--- config.mk ---
export PLATFORM = sky130hd
export DESIGN_NAME = pla_prog_pipe
export DESIGN_NICKNAME = d
export VERILOG_FILES = /design/src/rtl/pla_pkg.sv /design/src/rtl/pla_term_eval.sv /design/src/rtl/pla_prog_pipe.sv
export SDC_FILE = /design/constraint.sdc
export NUM_CORES = 2
export LEC_CHECK = 0
export ABC_AREA = 1
export CAP_MARGIN = 20
export CORE_MARGIN = 1
export CORE_UTILIZATION = 56
export DETAILED_ROUTE_END_ITERATION = 16
export GPL_TIMING_DRIVEN = 1
export HOLD_SLACK_MARGIN = 0.08
export PLACE_DENSITY = 0.72
export SLEW_MARGIN = 20
export SYNTH_ARGS = -nofsm -noshare
export SYNTH_HDL_FRONTEND = slang
export SYNTH_SLANG_ARGS = --single-unit
--- constraint.sdc ---
create_clock -name clk -period 121.5 [get_ports clk]
set_input_delay 18.225 -clock clk [delete_from_list [all_inputs] [get_ports clk]]
set_output_delay 18.225 -clock clk [all_outputs]
set_load 0.02 [all_outputs]
--- src/rtl/pla_pkg.sv ---
// Shared literal encoding and match helper for the programmable PLA engine.
package pla_pkg;

  typedef logic [1:0] lit_t;

  localparam lit_t LIT_VOID = 2'b00;
  localparam lit_t LIT_NEG  = 2'b01;
  localparam lit_t LIT_POS  = 2'b10;
  localparam lit_t LIT_DC   = 2'b11;

  // VOID can never be satisfied, so one VOID literal disables the whole row.
  function automatic logic lit_match(lit_t lit, logic x);
    case (lit)
      LIT_NEG:  return ~x;
      LIT_POS:  return x;
      LIT_DC:   return 1'b1;
      default:  return 1'b0;
    endcase
  endfunction

endpackage

--- src/rtl/pla_term_eval.sv ---
// One AND-plane row: fires when every literal in the row matches the input vector.
module pla_term_eval
  import pla_pkg::*;
#(
  parameter int N_IN = 27
) (
  input  logic [2*N_IN-1:0] and_row,
  input  logic [N_IN-1:0]   x,
  output logic              fire
);

  // NOTE: always_comb uses blocking '=' and assigns a default before the loop,
  // so no latch is inferred and the running AND sees its own update.
  always_comb begin
    fire = 1'b1;
    for (int i = 0; i < N_IN; i++) begin
      fire = fire & lit_match(lit_t'(and_row[2*i +: 2]), x[i]);
    end
  end

endmodule

--- src/rtl/pla_prog_pipe.sv ---
// Run-time programmable PLA with a 2-stage valid/ready pipeline and drain-gated config writes.
// Optional macro PLA_OUT_POLARITY_EN adds a per-output inversion register (cfg_pol_we/cfg_pol).
module pla_prog_pipe
  import pla_pkg::*;
#(
  parameter int N_IN   = 27,
  parameter int N_TERM = 32,
  parameter int N_OUT  = 6
) (
  input  logic                      clk,
  input  logic                      rst,
  input  logic                      in_valid,
  output logic                      in_ready,
  input  logic [N_IN-1:0]           in_x,
  output logic                      out_valid,
  input  logic                      out_ready,
  output logic [N_OUT-1:0]          out_z,
  output logic                      out_hit,
  input  logic                      cfg_we,
  input  logic [$clog2(N_TERM)-1:0] cfg_term,
  input  logic [2*N_IN-1:0]         cfg_and,
  input  logic [N_OUT-1:0]          cfg_or,
`ifdef PLA_OUT_POLARITY_EN
  input  logic                      cfg_pol_we,
  input  logic [N_OUT-1:0]          cfg_pol,
`endif
  output logic                      cfg_ack
);

  logic [2*N_IN-1:0] and_plane [N_TERM];
  logic [N_OUT-1:0]  or_plane  [N_TERM];
  logic [N_TERM-1:0] term_fire;
  logic [N_TERM-1:0] s1_terms;
  logic [N_OUT-1:0]  or_result;
  logic [N_OUT-1:0]  z_next;
  logic              s1_v, s2_v;
  logic              s1_adv, s2_adv;
  logic              accept, cfg_req;

`ifdef PLA_OUT_POLARITY_EN
  logic [N_OUT-1:0] pol;
  assign cfg_req = cfg_we | cfg_pol_we;
  assign z_next  = or_result ^ pol;
`else
  assign cfg_req = cfg_we;
  assign z_next  = or_result;
`endif

  // A pending config write blocks new inputs, so it only commits once the pipe is empty.
  assign s2_adv    = ~s2_v | out_ready;
  assign s1_adv    = ~s1_v | s2_adv;
  assign in_ready  = ~rst & s1_adv & ~cfg_req;
  assign accept    = in_valid & in_ready;
  assign cfg_ack   = ~rst & cfg_req & ~s1_v & ~s2_v;
  assign out_valid = s2_v;

  for (genvar t = 0; t < N_TERM; t++) begin : g_term
    pla_term_eval #(.N_IN(N_IN)) u_eval (
      .and_row (and_plane[t]),
      .x       (in_x),
      .fire    (term_fire[t])
    );
  end

  always_comb begin
    or_result = '0;
    for (int t = 0; t < N_TERM; t++) begin
      if (s1_terms[t]) or_result = or_result | or_plane[t];
    end
  end

  // NOTE: the planes are a register array cleared by reset on purpose: an
  // unprogrammed engine must evaluate to all-VOID, so this cannot map to RAM.
  always_ff @(posedge clk or posedge rst) begin
    if (rst) begin
      for (int t = 0; t < N_TERM; t++) begin
        and_plane[t] <= '0;
        or_plane[t]  <= '0;
      end
    end else if (cfg_ack && cfg_we && (int'(cfg_term) < N_TERM)) begin
      and_plane[cfg_term] <= cfg_and;
      or_plane[cfg_term]  <= cfg_or;
    end
  end

  always_ff @(posedge clk or posedge rst) begin
    if (rst) begin
      s1_v     <= 1'b0;
      s2_v     <= 1'b0;
      s1_terms <= '0;
      out_z    <= '0;
      out_hit  <= 1'b0;
    end else begin
      if (s1_adv) begin
        s1_v <= accept;
        if (accept) s1_terms <= term_fire;
      end
      // Output registers only load on advance, holding z/hit stable under backpressure.
      if (s2_adv) begin
        s2_v <= s1_v;
        if (s1_v) begin
          out_z   <= z_next;
          out_hit <= |s1_terms;
        end
      end
    end
  end

`ifdef PLA_OUT_POLARITY_EN
  always_ff @(posedge clk or posedge rst) begin
    if (rst) begin
      pol <= '0;
    end else if (cfg_ack && cfg_pol_we) begin
      pol <= cfg_pol;
    end
  end
`endif

endmodule
Word level (Yosys, flattened, before mapping):

Index checks and enable logic that the tools add are counted.
W data, S select, Z words.

* $lt $le $gt $ge: 2
* equality and inequality tests: 2592
* muxes and demuxes: 902
* bitwise gates (word level): 903
* reductions and logical operators: 5

Operator list (count)
* $eq A2 B2 Y1 const B: 1728
* $pmux W1 S3: 864
* $bwmux W1728: 1
* $eq A2 B1 Y1 const B: 864
* $and A1 B1 Y1: 838
* $demux W54 S5: 1
* $mux W6: 33
* $bwmux W192: 1
* $or A6 B6 Y6: 31
* $mux W54: 1
* $reduce_or A32 Y1: 1
* $not A1 Y1: 31
* $demux W6 S5: 1
* $ge A6 B6 Y1 const B: 1
* $lt A6 B1 Y1 const B: 1
* $not A5 Y6: 1
* $reduce_and A2 Y1: 2
* $logic_and A1 B1 Y1: 2
* $or A1 B1 Y1: 2

* register bits: 1961
* input port bits: 97
* output and inout bits: 10
* word-level logic and storage cells: 4473

Depth between registers and ports, before layout:

* word-level depth: 63
* depth in mapped cells: 11
* depth with buffers taken out: 9

Modules after synthesis:

A second synthesis with hierarchy kept.

* cells, all modules: 12039
* area total of the unflattened synthesis: 90813.3 um2

Modules (own cells, without submodules)
* pla_prog_pipe: instances 1, cells each 7399, area each 72716.0 um2, sequential area each 49072.1 um2
* pla_term_eval: instances 32, cells each 145, area each 565.5 um2, sequential area each 0.0 um2

Worst setup path before layout:

No wires, ideal clock.

* kind: input to output
* from: input rst
* to: output cfg_ack
* arrival: 66.622 ns
* data required time: 103.275 ns
* setup slack: 36.653 ns
* stages: 3
* path buffers: 0
* cells stage by stage: inv_1 -> nand3_2 -> inv_1

* longest elaborated chain between the ends: 4

RTL lines
* from (decl): RTL line pla_prog_pipe.sv:11 `input logic rst,`
* $not A1 Y1: RTL line pla_prog_pipe.sv:54 `assign cfg_ack = ~rst & cfg_req & ~s1_v & ~s2_v;`
* $and A1 B1 Y1 (3 in series): RTL line pla_prog_pipe.sv:54
* to (decl): RTL line pla_prog_pipe.sv:27 `output logic cfg_ack`

Every way passes these cells.

Final worst setup path:

Same ends and word-level chain as after synthesis.

==> flow_metrics.py <==
metrics = {
    "clock_network": {
        "numCtsBuffers": 197,
        "cts_sinks": 1961,
        "cts_root_buf": "clkbuf_16",
        "path_clk_slew_ns": 0.06,
        "cts_tree": "built",
        "cts.repair.resized": 0,
        "htreeDepth": 4,
        "clk_latency_ns": 0.84,
        "clk_path_buf_depth": 3,
        "cts-hold-fix-buffers": 0,
        "post-cts-setup-buffers": 0,
    },
    "logic_synthesis": {
        "syn_inst": 10724,
        "syn_nets": 10821,
        "yosysSeqAreaShare_pct": 57.9,
        "synth-seq-cells": 1961,
        "synth_top_area_share_pct": 57.9,
        "netlist_area_mm2": 0.0848,
        "postSynthAreaPerCell_um2": 7.91,
        "yosysWarnings": 0,
        "yosysTopAreaCell": "dfrtp_1",
        "synthTopCellsByArea": "dfrtp_1, nand2_1, o21ai_0",
        "ys_types": 15,
    },
    "setup_path": {
        "cpMaxStageDelayCell": "inv_8",
        "endpoint_kind": "output pin",
        "max_stage_delay_ns": 0.71,
        "crit_required_ns": 103.27,
        "cpMostUsedCell": "clkdlybuf4s50_1",
        "crit_arrival_ns": 20.59,
        "crit_chain": "clkdlybuf4s50_1, inv_8, nand3_2, inv_1, clkdlybuf4s50_1",
        "critical_path.max_fanout": 140,
        "worstSetupPathType": "in2out",
        "start_kind": "primary input",
    },
    "floorplan": {
        "die_h_um": 391,
        "rows": 142,
        "core_area_mm2": 0.150,
        "dieWidth_um": 391,
        "start_util_pct": 56.5,
        "io_pins": 107,
        "die-area_mm2": 0.153,
    },
    "timing": {
        "layout_min_cycle_time_ns": 38.81,
        "tns_ns": 0,
        "fin_crit_sh_pct": 31.9,
        "fmax_mhz": 25.8,
        "setup_viol": 0,
        "maxSlewHeadroom_pct": 23.1,
        "hold_viol": 0,
        "setup_slack_ns": 82.69,
        "drv_slew": 0,
        "skew_ns": 0.0258,
        "rsz0062_at_grt": "no",
        "tightestPinTransition_ns": 1.15,
    },
    "place": {
        "gp_congestion": 0.865,
        "io_buffers": 106,
        "post-dp-hpwl_um": 149000,
        "place_inst": 12156,
        "pre_cts_slack_ns": 82.60,
    },
    "global_routing": {
        "grt_max_degree": 194,
        "antenna_found_initial": 6,
        "grt_pass1_wl_um": 382000,
        "grt-ovfl-total": 0,
        "grtUsageTotal_pct": 32.9,
        "grt_pass1_vias": 65038,
    },
    "detailed_routing": {
        "wl_per_cell_um": 19.8,
        "first_pass_iters": 6,
        "route.detailed.drc": 0,
        "drtIter0Drc": 6692,
        "viasPerCell": 5.54,
        "finalWirelength_um": 248000,
        "ant_nets": 0,
        "vias": 69401,
    },
    "layout": {
        "drive_gt1_share_pct": 4.84,
        "stdcell_count": 12525,
        "post-route-util_pct": 62.1,
        "syn_to_final_growth_pct": 9.94,
        "fill_cells": 12915,
        "fin_nets": 10442,
    },
    "power_and_ir_drop": {
        "ir_drop_v": 0.0000121,
        "pwr_density_cell_mw_per_mm2": 16.2,
        "swShare_pct": 25.7,
        "power_leakage_nw": 45.3,
        "p_int_w": 0.00113,
        "p_comb_share_pct": 9.3,
        "p_switching_w": 0.000389,
        "seqPwrFrac_pct": 50.3,
        "power_w": 0.00151,
        "clkPwrFrac_pct": 40.4,
    },
    "worst_hold_path": {
        "hold_class": "reg2reg",
    },
    "run": {
        "drv_cap": 0,
    },
    "run_status": {
        "status": "completed",
    },
}
per-layer routing:
layer	wire length (um)	global-route usage, %
met3	18900	4.93
met2	114000	52.8
met4	13800	16.5
met1	101000	43.8
met5	44	0
worst paths after layout:
kind / end / cells past startpoint / start / slack (ns)
worst max-delay path: cfg_ack / 5 / rst / 82.69
min in group asynchronous: or_plane[182] / 2 / rst / 18.05
max in group asynchronous: and_plane[294] / 6 / rst / 100.09
worst max register to register: and_plane[1151] / 7 / out_valid / 118.05
worst min-delay path: out_z[4] / 2 / out_z[4] / 0.48
worst min register to register: out_z[4] / 2 / out_z[4] / 0.48
power groups by stage:
stage / Sequential [W] / Combinational, W / Clock [W]
after floorplan: 0.000770 / 0.000104 / 0
after global placement: 0.000769 / 0.000134 / 0
after detailed placement: 0.000773 / 0.000140 / 0
after CTS: 0.000762 / 0.000141 / 0.000617
after global routing: 0.000771 / 0.000165 / 0.000643
final: 0.000763 / 0.000141 / 0.000611
sequential cells by signal, indices dropped and copies added, names as in the netlist:
register,cells
or_plane,192
out_hit,1
and_plane,1728
s1_v,1
out_z,6
out_valid,1
s1_terms,32
logic make-up (layout without fill, tap and decap cells):
group	count (synthesis)	in the layout	share of synthesized area, %
buffers and inverters	1147	930	5.17
AND/OR/NAND/NOR	5472	5472	24.3
flip-flops	1961	1961	57.9
other	0	2	0
AO/OA/AOI/OAI	2144	2144	12.7
layout by cell type (no fill, tap or decap), types with 2 or more instances in the layout:
cell	netlist	layout
nand2_1	5083	5051
o21ai_0	2091	2091
dfrtp_1	1961	1961
nor2_1	372	371
inv_1	324	303
clkbuf_16	0	198
buf_4	0	121
clkdlybuf4s50_1	0	99
clkbuf_8	0	54
o21ai_1	53	53
clkbuf_1	746	53
nand2_4	0	32
clkinv_2	0	32
inv_2	0	16
nand3_1	10	10
bufinv_16	0	8
buf_8	0	7
clkinv_8	0	6
buf_2	64	6
buf_16	0	5
nor3_4	4	4
clkinv_1	0	4
inv_6	0	4
buf_6	0	4
inv_16	0	3
buf_12	0	3
diode_2	0	2
critical path: cells and delay by family:
kind | cells | cell delay [ns]
buffers and inverters | 4 | 1.96
and+or+nand+nor | 1 | 0.39
through the flow:
stage          hold WS (ns)  cell area (um2)
3_3_place_gp          0.461            86400
2_1_floorplan         0.448            84800
3_5_place_dp          0.464            86500
6_report              0.478            93200
4_1_cts               0.481            93100
5_1_grt               0.497            93200
cell usage after synthesis:
library cell,instances
buf_2,64
nand4_1,1
o21ai_1,53
inv_1,324
nand3_2,1
clkbuf_2,1
clkbuf_1,746
nor2_1,372
dfrtp_1,1961
buf_1,12
nand3_1,10
nor3_1,1
o21ai_0,2091
nand2_1,5083
nor3_4,4
final cells by class:
type | instances | area (um2) | area share (%)
Timing Repair Buffer | 245 | 2280 | 2.44
Clock inverter | 56 | 639 | 0.686
Antenna cell | 2 | 5.00 | 0.00537
Sequential cell | 1961 | 49100 | 52.6
Tap cell | 2016 | 2520 | 2.71
Multi-Input combinational cell | 7616 | 31600 | 33.9
Clock buffer | 305 | 5900 | 6.33
Inverter | 324 | 1220 | 1.31
No activity file was read; power rests on OpenSTA's default activity.
